File: config.mk
export PLATFORM = sky130hd
export DESIGN_NAME = dcache_replace_logic_flat
export DESIGN_NICKNAME = d
export VERILOG_FILES = /design/src/rtl/dcache_replace_logic_if.sv /design/src/rtl/dcache_replace_logic.sv /design/src/flat_wrapper.sv
export SDC_FILE = /design/constraint.sdc
export NUM_CORES = 1
export LEC_CHECK = 0
export CAP_MARGIN = 20
export CORE_UTILIZATION = 53
export DETAILED_ROUTE_END_ITERATION = 8
export PLACE_DENSITY = 0.95
export SLEW_MARGIN = 20
export SYNTH_ARGS = -nofsm -noshare
export SYNTH_HDL_FRONTEND = slang
export SYNTH_SLANG_ARGS = --single-unit
export TNS_END_PERCENT = 50
File: constraint.sdc
create_clock -name clk -period 3.5 [get_ports clk]
set_clock_uncertainty 0.05 [all_clocks]
set_input_delay 0.7 -clock clk [delete_from_list [all_inputs] [get_ports clk]]
set_output_delay 0.7 -clock clk [all_outputs]
set_load 0.005 [all_outputs]
File: src/rtl/dcache_replace_logic_if.sv
// dcache_replace_logic_if
// Command channel from the direct-mapped D$ plus the beat-level memory bus
// used by the replacer. The slave modport is the replacer's view; the master
// modport is the view of whatever drives commands and answers bus beats.
interface dcache_replace_logic_if #(
   parameter int LINE_WIDTH      = 128,
   parameter int MEM_DATA_WIDTH  = 32,
   parameter int LINE_ADDR_WIDTH = 28
);
   localparam int BEATS          = LINE_WIDTH / MEM_DATA_WIDTH;
   localparam int BEAT_W         = $clog2(BEATS);
   localparam int MEM_ADDR_WIDTH = LINE_ADDR_WIDTH + BEAT_W;

   // Command channel
   logic                       cmdValid;
   logic                       cmdReady;
   logic [1:0]                 command;
   logic                       cmdDirty;
   logic [LINE_ADDR_WIDTH-1:0] cmdVictimAddr;
   logic [LINE_WIDTH-1:0]      cmdVictimLine;
   logic [LINE_ADDR_WIDTH-1:0] cmdRefillAddr;
   logic                       done;
   logic [LINE_WIDTH-1:0]      refillLine;

   // Memory bus
   logic                       memReq;
   logic                       memWrite;
   logic [MEM_ADDR_WIDTH-1:0]  memAddr;
   logic [MEM_DATA_WIDTH-1:0]  memWriteData;
   logic                       memGrant;
   logic                       memReadValid;
   logic [MEM_DATA_WIDTH-1:0]  memReadData;

   modport slave (
      input  cmdValid,
      input  command,
      input  cmdDirty,
      input  cmdVictimAddr,
      input  cmdVictimLine,
      input  cmdRefillAddr,
      output cmdReady,
      output done,
      output refillLine,
      output memReq,
      output memWrite,
      output memAddr,
      output memWriteData,
      input  memGrant,
      input  memReadValid,
      input  memReadData
   );

   modport master (
      output cmdValid,
      output command,
      output cmdDirty,
      output cmdVictimAddr,
      output cmdVictimLine,
      output cmdRefillAddr,
      input  cmdReady,
      input  done,
      input  refillLine,
      input  memReq,
      input  memWrite,
      input  memAddr,
      input  memWriteData,
      output memGrant,
      output memReadValid,
      output memReadData
   );
endinterface

File: src/rtl/dcache_replace_logic.sv
// dcache_replace_logic
// Memory-side responder for the D$ replace-logic commands (None, WriteThrough,
// Replace, Invalidate). Writes a victim line out and/or reads a refill line in
// as one bus beat at a time, then pulses done for one cycle.
// Optional build macro DCACHE_REPLACE_LOGIC_STATS_EN adds saturating
// write-back and refill counters as extra output ports.
module dcache_replace_logic #(
   parameter int LINE_WIDTH      = 128,
   parameter int MEM_DATA_WIDTH  = 32,
   parameter int LINE_ADDR_WIDTH = 28
) (
   input  logic                  clk,
   input  logic                  rstn,
`ifdef DCACHE_REPLACE_LOGIC_STATS_EN
   output logic [31:0]           statWriteBacks,
   output logic [31:0]           statRefills,
`endif
   dcache_replace_logic_if.slave bus
);
   localparam int                BEATS          = LINE_WIDTH / MEM_DATA_WIDTH;
   localparam int                BEAT_W         = $clog2(BEATS);
   localparam int                MEM_ADDR_WIDTH = LINE_ADDR_WIDTH + BEAT_W;
   localparam logic [BEAT_W-1:0] LAST_BEAT      = BEAT_W'(BEATS - 1);

   typedef enum logic [1:0] {
      CMD_NONE          = 2'd0,
      CMD_WRITE_THROUGH = 2'd1,
      CMD_REPLACE       = 2'd2,
      CMD_INVALIDATE    = 2'd3
   } cmd_e;

   typedef enum logic [2:0] {
      S_IDLE,
      S_WRITE,
      S_READ_REQ,
      S_READ_WAIT,
      S_DONE
   } state_e;

   state_e                     state_q, state_n;
   logic [BEAT_W-1:0]          beat_q, beat_n;
   cmd_e                       cmd_q, cmd_n;
   logic [LINE_ADDR_WIDTH-1:0] victim_addr_q, victim_addr_n;
   logic [LINE_WIDTH-1:0]      victim_line_q, victim_line_n;
   logic [LINE_ADDR_WIDTH-1:0] refill_addr_q, refill_addr_n;
   logic [LINE_WIDTH-1:0]      refill_line_q, refill_line_n;
   logic                       mem_req_q, mem_req_n;
   logic                       mem_write_q, mem_write_n;
   logic [MEM_ADDR_WIDTH-1:0]  mem_addr_q, mem_addr_n;
   logic [MEM_DATA_WIDTH-1:0]  mem_wdata_q, mem_wdata_n;

   logic [BEAT_W-1:0]          beat_inc;
   logic                       last_beat;
   logic                       go_write;
   logic                       go_read;

   // Picks one bus word out of a line; beat 0 is the least-significant word
   function automatic logic [MEM_DATA_WIDTH-1:0] line_word(
      input logic [LINE_WIDTH-1:0] line,
      input logic [BEAT_W-1:0]     idx
   );
      return line[int'(idx)*MEM_DATA_WIDTH +: MEM_DATA_WIDTH];
   endfunction

   // Next-state and next bus values; bus outputs are registered so they stay put during a stall
   always_comb begin
      state_n       = state_q;
      beat_n        = beat_q;
      cmd_n         = cmd_q;
      victim_addr_n = victim_addr_q;
      victim_line_n = victim_line_q;
      refill_addr_n = refill_addr_q;
      refill_line_n = refill_line_q;
      mem_req_n     = mem_req_q;
      mem_write_n   = mem_write_q;
      mem_addr_n    = mem_addr_q;
      mem_wdata_n   = mem_wdata_q;
      beat_inc      = beat_q + BEAT_W'(1);
      last_beat     = (beat_q == LAST_BEAT);
      go_write      = 1'b0;
      go_read       = 1'b0;

      case (state_q)
         S_IDLE: begin
            if (bus.cmdValid) begin
               cmd_n         = cmd_e'(bus.command);
               victim_addr_n = bus.cmdVictimAddr;
               victim_line_n = bus.cmdVictimLine;
               refill_addr_n = bus.cmdRefillAddr;
               beat_n        = '0;
               go_write      = (bus.command == CMD_WRITE_THROUGH) ||
                               (((bus.command == CMD_REPLACE) || (bus.command == CMD_INVALIDATE)) &&
                                bus.cmdDirty);
               go_read       = (bus.command == CMD_REPLACE) && !bus.cmdDirty;
               if (go_write) begin
                  state_n     = S_WRITE;
                  mem_req_n   = 1'b1;
                  mem_write_n = 1'b1;
                  mem_addr_n  = {bus.cmdVictimAddr, BEAT_W'(0)};
                  mem_wdata_n = bus.cmdVictimLine[MEM_DATA_WIDTH-1:0];
               end else if (go_read) begin
                  state_n     = S_READ_REQ;
                  mem_req_n   = 1'b1;
                  mem_write_n = 1'b0;
                  mem_addr_n  = {bus.cmdRefillAddr, BEAT_W'(0)};
                  mem_wdata_n = '0;
               end else begin
                  state_n     = S_DONE;
               end
            end
         end

         S_WRITE: begin
            if (bus.memGrant) begin
               if (last_beat) begin
                  beat_n      = '0;
                  mem_wdata_n = '0;
                  if (cmd_q == CMD_REPLACE) begin
                     state_n     = S_READ_REQ;
                     mem_req_n   = 1'b1;
                     mem_write_n = 1'b0;
                     mem_addr_n  = {refill_addr_q, BEAT_W'(0)};
                  end else begin
                     state_n     = S_DONE;
                     mem_req_n   = 1'b0;
                     mem_write_n = 1'b0;
                  end
               end else begin
                  beat_n      = beat_inc;
                  mem_addr_n  = {victim_addr_q, beat_inc};
                  mem_wdata_n = line_word(victim_line_q, beat_inc);
               end
            end
         end

         S_READ_REQ: begin
            if (bus.memGrant) begin
               state_n   = S_READ_WAIT;
               mem_req_n = 1'b0;
            end
         end

         S_READ_WAIT: begin
            if (bus.memReadValid) begin
               refill_line_n[int'(beat_q)*MEM_DATA_WIDTH +: MEM_DATA_WIDTH] = bus.memReadData;
               if (last_beat) begin
                  beat_n  = '0;
                  state_n = S_DONE;
               end else begin
                  beat_n     = beat_inc;
                  state_n    = S_READ_REQ;
                  mem_req_n  = 1'b1;
                  mem_addr_n = {refill_addr_q, beat_inc};
               end
            end
         end

         S_DONE: begin
            state_n = S_IDLE;
         end

         default: begin
            state_n = S_IDLE;
         end
      endcase
   end

   // State register
   always_ff @(posedge clk) begin
      if (!rstn) begin
         state_q <= S_IDLE;
      end else begin
         state_q <= state_n;
      end
   end

   // Beat counter, latched command and registered bus outputs
   always_ff @(posedge clk) begin
      if (!rstn) begin
         beat_q        <= '0;
         cmd_q         <= CMD_NONE;
         victim_addr_q <= '0;
         victim_line_q <= '0;
         refill_addr_q <= '0;
         refill_line_q <= '0;
         mem_req_q     <= 1'b0;
         mem_write_q   <= 1'b0;
         mem_addr_q    <= '0;
         mem_wdata_q   <= '0;
      end else begin
         beat_q        <= beat_n;
         cmd_q         <= cmd_n;
         victim_addr_q <= victim_addr_n;
         victim_line_q <= victim_line_n;
         refill_addr_q <= refill_addr_n;
         refill_line_q <= refill_line_n;
         mem_req_q     <= mem_req_n;
         mem_write_q   <= mem_write_n;
         mem_addr_q    <= mem_addr_n;
         mem_wdata_q   <= mem_wdata_n;
      end
   end

   assign bus.cmdReady     = (state_q == S_IDLE);
   assign bus.done         = (state_q == S_DONE);
   assign bus.refillLine   = refill_line_q;
   assign bus.memReq       = mem_req_q;
   assign bus.memWrite     = mem_write_q;
   assign bus.memAddr      = mem_addr_q;
   assign bus.memWriteData = mem_wdata_q;

`ifdef DCACHE_REPLACE_LOGIC_STATS_EN
   logic write_phase_done;
   logic read_phase_done;

   assign write_phase_done = (state_q == S_WRITE) && bus.memGrant && last_beat;
   assign read_phase_done  = (state_q == S_READ_WAIT) && bus.memReadValid && last_beat;

   // Saturating counters of completed write-back and refill phases
   always_ff @(posedge clk) begin
      if (!rstn) begin
         statWriteBacks <= '0;
         statRefills    <= '0;
      end else begin
         if (write_phase_done && (statWriteBacks != 32'hFFFF_FFFF)) begin
            statWriteBacks <= statWriteBacks + 32'd1;
         end
         if (read_phase_done && (statRefills != 32'hFFFF_FFFF)) begin
            statRefills <= statRefills + 32'd1;
         end
      end
   end
`endif

endmodule

File: src/flat_wrapper.sv
// flat-port wrapper written by rule: the top's interface ports become plain ports
module dcache_replace_logic_flat 
#(
   parameter int LINE_WIDTH      = 128,
   parameter int MEM_DATA_WIDTH  = 32,
   parameter int LINE_ADDR_WIDTH = 28
)
  (clk, rstn, bus_cmdValid, bus_command, bus_cmdDirty, bus_cmdVictimAddr, bus_cmdVictimLine, bus_cmdRefillAddr, bus_cmdReady, bus_done, bus_refillLine, bus_memReq, bus_memWrite, bus_memAddr, bus_memWriteData, bus_memGrant, bus_memReadValid, bus_memReadData);
  dcache_replace_logic_if #(.LINE_WIDTH(LINE_WIDTH), .MEM_DATA_WIDTH(MEM_DATA_WIDTH), .LINE_ADDR_WIDTH(LINE_ADDR_WIDTH)) bus_i ();
  input  logic clk;
  input  logic rstn;
  input wire logic [$bits(bus_i.cmdValid)-1:0] bus_cmdValid;
  input wire logic [$bits(bus_i.command)-1:0] bus_command;
  input wire logic [$bits(bus_i.cmdDirty)-1:0] bus_cmdDirty;
  input wire logic [$bits(bus_i.cmdVictimAddr)-1:0] bus_cmdVictimAddr;
  input wire logic [$bits(bus_i.cmdVictimLine)-1:0] bus_cmdVictimLine;
  input wire logic [$bits(bus_i.cmdRefillAddr)-1:0] bus_cmdRefillAddr;
  output wire logic [$bits(bus_i.cmdReady)-1:0] bus_cmdReady;
  output wire logic [$bits(bus_i.done)-1:0] bus_done;
  output wire logic [$bits(bus_i.refillLine)-1:0] bus_refillLine;
  output wire logic [$bits(bus_i.memReq)-1:0] bus_memReq;
  output wire logic [$bits(bus_i.memWrite)-1:0] bus_memWrite;
  output wire logic [$bits(bus_i.memAddr)-1:0] bus_memAddr;
  output wire logic [$bits(bus_i.memWriteData)-1:0] bus_memWriteData;
  input wire logic [$bits(bus_i.memGrant)-1:0] bus_memGrant;
  input wire logic [$bits(bus_i.memReadValid)-1:0] bus_memReadValid;
  input wire logic [$bits(bus_i.memReadData)-1:0] bus_memReadData;
  assign bus_i.cmdValid = bus_cmdValid;
  assign bus_i.command = bus_command;
  assign bus_i.cmdDirty = bus_cmdDirty;
  assign bus_i.cmdVictimAddr = bus_cmdVictimAddr;
  assign bus_i.cmdVictimLine = bus_cmdVictimLine;
  assign bus_i.cmdRefillAddr = bus_cmdRefillAddr;
  assign bus_cmdReady = bus_i.cmdReady;
  assign bus_done = bus_i.done;
  assign bus_refillLine = bus_i.refillLine;
  assign bus_memReq = bus_i.memReq;
  assign bus_memWrite = bus_i.memWrite;
  assign bus_memAddr = bus_i.memAddr;
  assign bus_memWriteData = bus_i.memWriteData;
  assign bus_i.memGrant = bus_memGrant;
  assign bus_i.memReadValid = bus_memReadValid;
  assign bus_i.memReadData = bus_memReadData;
  dcache_replace_logic #(.LINE_WIDTH(LINE_WIDTH), .MEM_DATA_WIDTH(MEM_DATA_WIDTH), .LINE_ADDR_WIDTH(LINE_ADDR_WIDTH)) u_core (.clk(clk), .rstn(rstn), .bus(bus_i));
endmodule
-- Yosys cells after proc, flatten, opt, wreduce, memory -nomap -nowiden
Cells that the tools add are included.
- shifts and indexed selects: 3
- reductions and logical operators: 17
- equal/unequal tests: 17
- $add $sub $neg: 2
- multiplexer cells: 47
- operator list (kind ; count):
    $mux 30 ; 8
    $mux 32 ; 5
    $bwmux 128 ; 1
    $shift 32x33->128 const A ; 1
    $shiftx 128x8->32 ; 1
    $shiftx 32x33->128 ; 1
    $pmux 30 s3 ; 1
    $pmux 32 s2 ; 1
    $neg 7->33 ; 1
    $mux 3 ; 9
    $mux 1 ; 14
    $pmux 3 s4 ; 1
    $ne 2x2->1 const B ; 5
    $reduce_and 5->1 ; 2
    $eq 2x2->1 const B ; 4
    $mux 2 ; 4
    $reduce_and 4->1 ; 2
    $reduce_and 8->1 ; 1
    $reduce_and 7->1 ; 1
    $eq 3x2->1 const B ; 2
    $pmux 2 s3 ; 1
    $pmux 1 s4 ; 1
    $reduce_and 2->1 ; 2
    $reduce_bool 4->1 ; 1
    other kinds (14) ; 16
- input bits: 224
- output and inout port bits: 194
- logic and storage cells: 97
- register bits after elaboration: 383

-- Logic depth before layout (Yosys ltp)
- depth after elaboration: 7
- gate-level depth with buffers: 9
- mapped depth without buffers: 6

-- Worst setup path after synthesis
No wires, ideal clock.
- kind: flip-flop to flip-flop
- start: reg u_core.beat_q[0]
- end: reg u_core.mem_wdata_q[26] (netlist: u_core.bus.memWriteData[26])
- library setup time: 0.134 ns
- slack: 1.219 ns
- data arrival time: 2.097 ns
- required time: 3.316 ns
- cell stages (with the launch flop): 8
- path buffers: 2
- period minus slack after synthesis: 2.281 ns
- cell sequence: dfxtp_1 -> buf_2 -> inv_1 -> ha_1 -> buf_1 -> mux4_2 -> a32oi_1 -> a211oi_1
- word-level cells in the longest chain between the ends: 5
- elaborated cells on any way between the ends: 6
- those cells by class: add/sub: 1; eq/ne: 1; shift: 1; mux: 3
- RTL lines (item ; RTL line ; text):
    start: declaration ; dcache_replace_logic.sv:41 ; logic [BEAT_W-1:0] beat_q, beat_n;
    start signal: assignment ; dcache_replace_logic.sv:191 ; beat_q <= beat_n;
    $add 2x1->2 ; dcache_replace_logic.sv:78 ; beat_inc = beat_q + BEAT_W'(1);
    $shiftx 128x8->32 ; dcache_replace_logic.sv:62 ; return line[int'(idx)*MEM_DATA_WIDTH +: MEM_DATA_WIDTH];
    $mux 32 (*) ; dcache_replace_logic.sv:115 ; if (last_beat) begin
    $mux 32 (*) ; dcache_replace_logic.sv:114 ; if (bus.memGrant) begin
    $pmux 32 s2 (*) ; dcache_replace_logic.sv:83 ; case (state_q)
    end signal: assignment ; dcache_replace_logic.sv:200 ; mem_wdata_q <= mem_wdata_n;
    end: declaration ; dcache_replace_logic.sv:50 ; logic [MEM_DATA_WIDTH-1:0] mem_wdata_q, mem_wdata_n;
Mark *: on every way between the ends. The rest lies on a longest branch, timed or not. The select of a mux whose other input is x is not followed.
A chain may end at the register's enable or synchronous reset.

-- Final worst setup path
- start: reg u_core.state_q[0]
- end: out bus_cmdReady
- word-level cells in the longest chain between the ends: 1
- RTL lines (item ; RTL line ; text):
    start: declaration ; dcache_replace_logic.sv:40 ; state_e state_q, state_n;
    start signal: assignment ; dcache_replace_logic.sv:173 ; state_q <= state_n;
    $logic_not 3->1 ; dcache_replace_logic.sv:204 ; assign bus.cmdReady = (state_q == S_IDLE);
    end: declaration ; flat_wrapper.sv:18 ; output wire logic [$bits(bus_i.cmdReady)-1:0] bus_cmdReady;
No other way between the ends.

==> results.sh <==
export IMPL_outcome="completed"
export IMPL_clkTransAtPathRegs_ps=60
export IMPL_coreArea_um2=29640
export IMPL_numCtsBuffers=40
export IMPL_die_w_um=175.6
export IMPL_synth_top_flop_cell="dfxtp_1"
export IMPL_fin_util_pct=73.06
export IMPL_power_mw=11.66
export IMPL_final_area_um2=21650
export IMPL_final_cell_mix="537 x nand2_1, 417 x clkdlybuf4s50_1, 381 x dfxtp_1"
export IMPL_finalMaxSlewViolations=0
export IMPL_io_buffers=417
export IMPL_power_density_nw_per_um2=538.4
export IMPL_drtPass1Iterations=6
export IMPL_seqPwrFrac_pct=42.7
export IMPL_nets=2461
export IMPL_fin_ws_ps=343.3
export IMPL_max_stage_delay_ps=690
export IMPL_switching_share_pct=27.54
export IMPL_root_buffer="clkbuf_16"
export IMPL_intPower_mw=8.448
export IMPL_syn_instance_count=1925
export IMPL_insertion_delay_ps=530
export IMPL_final_hold_viol_count=0
export IMPL_vias=16370
export IMPL_fin_hold_ws_ps=398.7
export IMPL_finalWirelength_um=54150
export IMPL_multi_input_area_um2=7551
export IMPL_syn2layout_area_growth_pct=35.58
export IMPL_tightest_slew_ps=1030
export IMPL_htreeDepth=2
export IMPL_antenna_found_initial=3
export IMPL_track_usage_pct=34.11
export IMPL_cp_arrival_ps=2410
export IMPL_globalplace_congestion=0.9062
export IMPL_drive_gt1_share_pct=9.244
export IMPL_drc=0
export IMPL_layout_commonest_cell="nand2_1"
export IMPL_syn_nets=2155
export IMPL_setup_tns_ps=0
export IMPL_end_kind="output port"
export IMPL_cts_resized=0
export IMPL_dpl_cell_area_um2=20260
export IMPL_drt_initial_drc_count=1809
export IMPL_synth_edf_count=0
export IMPL_die_area_um2=30830
export IMPL_required_ps=2750
export IMPL_criticalPathCategory="reg2out"
export IMPL_start_kind="flip-flop"
export IMPL_rows=63
export IMPL_syn_area_um2=15970
export IMPL_die_h_um=175.6
export IMPL_dp_slack_ps=467.0
export IMPL_grt_pass1_vias=16030
export IMPL_max_cap_viol_count=0
export IMPL_fin_crit_ps=3157
export IMPL_ios=418
export IMPL_critPathSlowestCell="nor3_2"
export IMPL_overflow=0
export IMPL_path_cells="nor3_2 > clkdlybuf4s50_1"
export IMPL_via_per_inst=6.172
export IMPL_synth_seq_cells=383
export IMPL_ys_seq_area_share_pct=48.01
export IMPL_fmax_mhz=316.8
export IMPL_worstPathMaxFanout=17
export IMPL_antenna_left=0
export IMPL_seqCellArea_um2=7670
export IMPL_synth_cell_types=46
export IMPL_final_cells=2653
export IMPL_start_util_pct=53.89
export IMPL_final_setup_viol_count=0
export IMPL_max_slew_margin_rel_pct=31.34
export IMPL_wire_per_inst_um=20.41
export IMPL_avgSynthCellArea_um2=8.297
export IMPL_yosys_warnings=0
export IMPL_hpwl_um=35100
export IMPL_synthArstFlopShare_pct=0
export IMPL_holdBufCountCts=0
export IMPL_dp_cells=2579
export IMPL_p_sw_mw=3.211
export IMPL_p_leak_nw=7.571
export IMPL_pwr_share_clk_pct=38.0
export IMPL_numClockSinks=383
export IMPL_period_share_pct=90.19
export IMPL_share_comb_of_total_power_pct=19.3
export IMPL_grt_max_degree=189
export IMPL_grt_pass1_wl_um=84280
export IMPL_cts_tree="built"
export IMPL_cts_setup_buffers=0
export IMPL_hold_path_class="reg2reg"
export IMPL_ctsLongestPathBuffers=3
export IMPL_ir_drop_uv=433.8
export IMPL_fillers=1965
export IMPL_grt_setup_unrepaired="false"
-- worst paths after layout --
path	from	to	slack (ps)	depth (start not counted)
worst max-delay path	u_core.state_q[0]	bus_cmdReady	340	2
worst min-delay path	u_core.victim_addr_q[18]	u_core.victim_addr_q[18]	400	2
worst max register to register	u_core.state_q[0]	u_core.bus.memAddr[28]	380	4
worst min register to register	u_core.victim_addr_q[18]	u_core.victim_addr_q[18]	400	2
-- layout make-up --
type                    count  area share [%]
clock buffers              58           5.587
repair buffers            453           20.93
diodes                      2         0.02311
inverters                   4          0.1040
clock inverters            14          0.8147
well taps                 390           2.253
flip-flops and latches    383           35.42
multi-input cells        1349           34.87
-- power groups by stage --
stage	combinational [mW]	sequential (mW)	clock [mW]
detailed placement	2.19	5.05	0
global route	2.40	5.01	4.64
global placement	2.12	5.02	0
floorplan	1.27	4.97	0
finish	2.25	4.98	4.43
CTS	2.21	4.96	4.45
-- flip-flops by register name (all words and copies together) (netlist names) --
signal	cells
u_core.bus.refillLine	128
u_core.victim_line_q	128
u_core.bus.memWriteData	32
u_core.bus.memAddr	30
u_core.refill_addr_q	28
u_core.victim_addr_q	28
u_core.state_q	3
u_core.beat_q	2
u_core.cmd_q	2
u_core.bus.memReq	1
u_core.bus.memWrite	1
-- layer usage --
layer  GRT usage (%)  routed length (µm)  share of wire, %
met3           8.615                5992                11
met4           19.86                3202               5.9
met2           57.25               25960                48
met5               0                  12             0.022
met1           39.36               18980                35
-- logic make-up (layout without fill, tap and decap cells) --
logic type,after synthesis,in the layout,share of synthesized area [%]
AO/OA/AOI/OAI,516,516,17.85
multiplexers,93,93,8.570
adder cells (fa/ha/maj),6,6,0.4700
AND/OR/NAND/NOR,734,734,20.05
other,0,2,0
flip-flops,383,383,48.01
buffers and inverters,193,529,5.061
-- synth_stat cells, types with 2 or more instances --
library cell	count	share of area (%)
nand2_1	538	13
dfxtp_1	383	48
a21oi_1	354	11
clkbuf_1	139	3.3
nand3_1	128	4.0
o21ai_0	59	1.8
buf_2	34	1.1
a211oi_1	33	1.6
a32oi_1	32	1.8
mux4_2	32	4.5
mux2i_1	31	1.9
mux2_2	30	2.1
a31oi_1	29	1.1
or3b_2	28	1.5
buf_1	9	0.21
and2_1	6	0.24
ha_1	6	0.47
nor2b_1	6	0.24
buf_6	4	0.28
nand2b_1	4	0.16
nor2_1	4	0.094
buf_4	3	0.14
inv_1	3	0.071
nor3b_1	3	0.14
a311o_1	2	0.13
and2_0	2	0.078
and3b_1	2	0.11
nand4_1	2	0.078
nor3_2	2	0.13
-- critical path: cells and delay by family (launching register included) --
kind	cells	cell delay (ps)
and+or+nand+nor	1	690
buffers and inverters	1	650
DFF	1	550
Note: power is estimated with default switching activity, not from simulation.
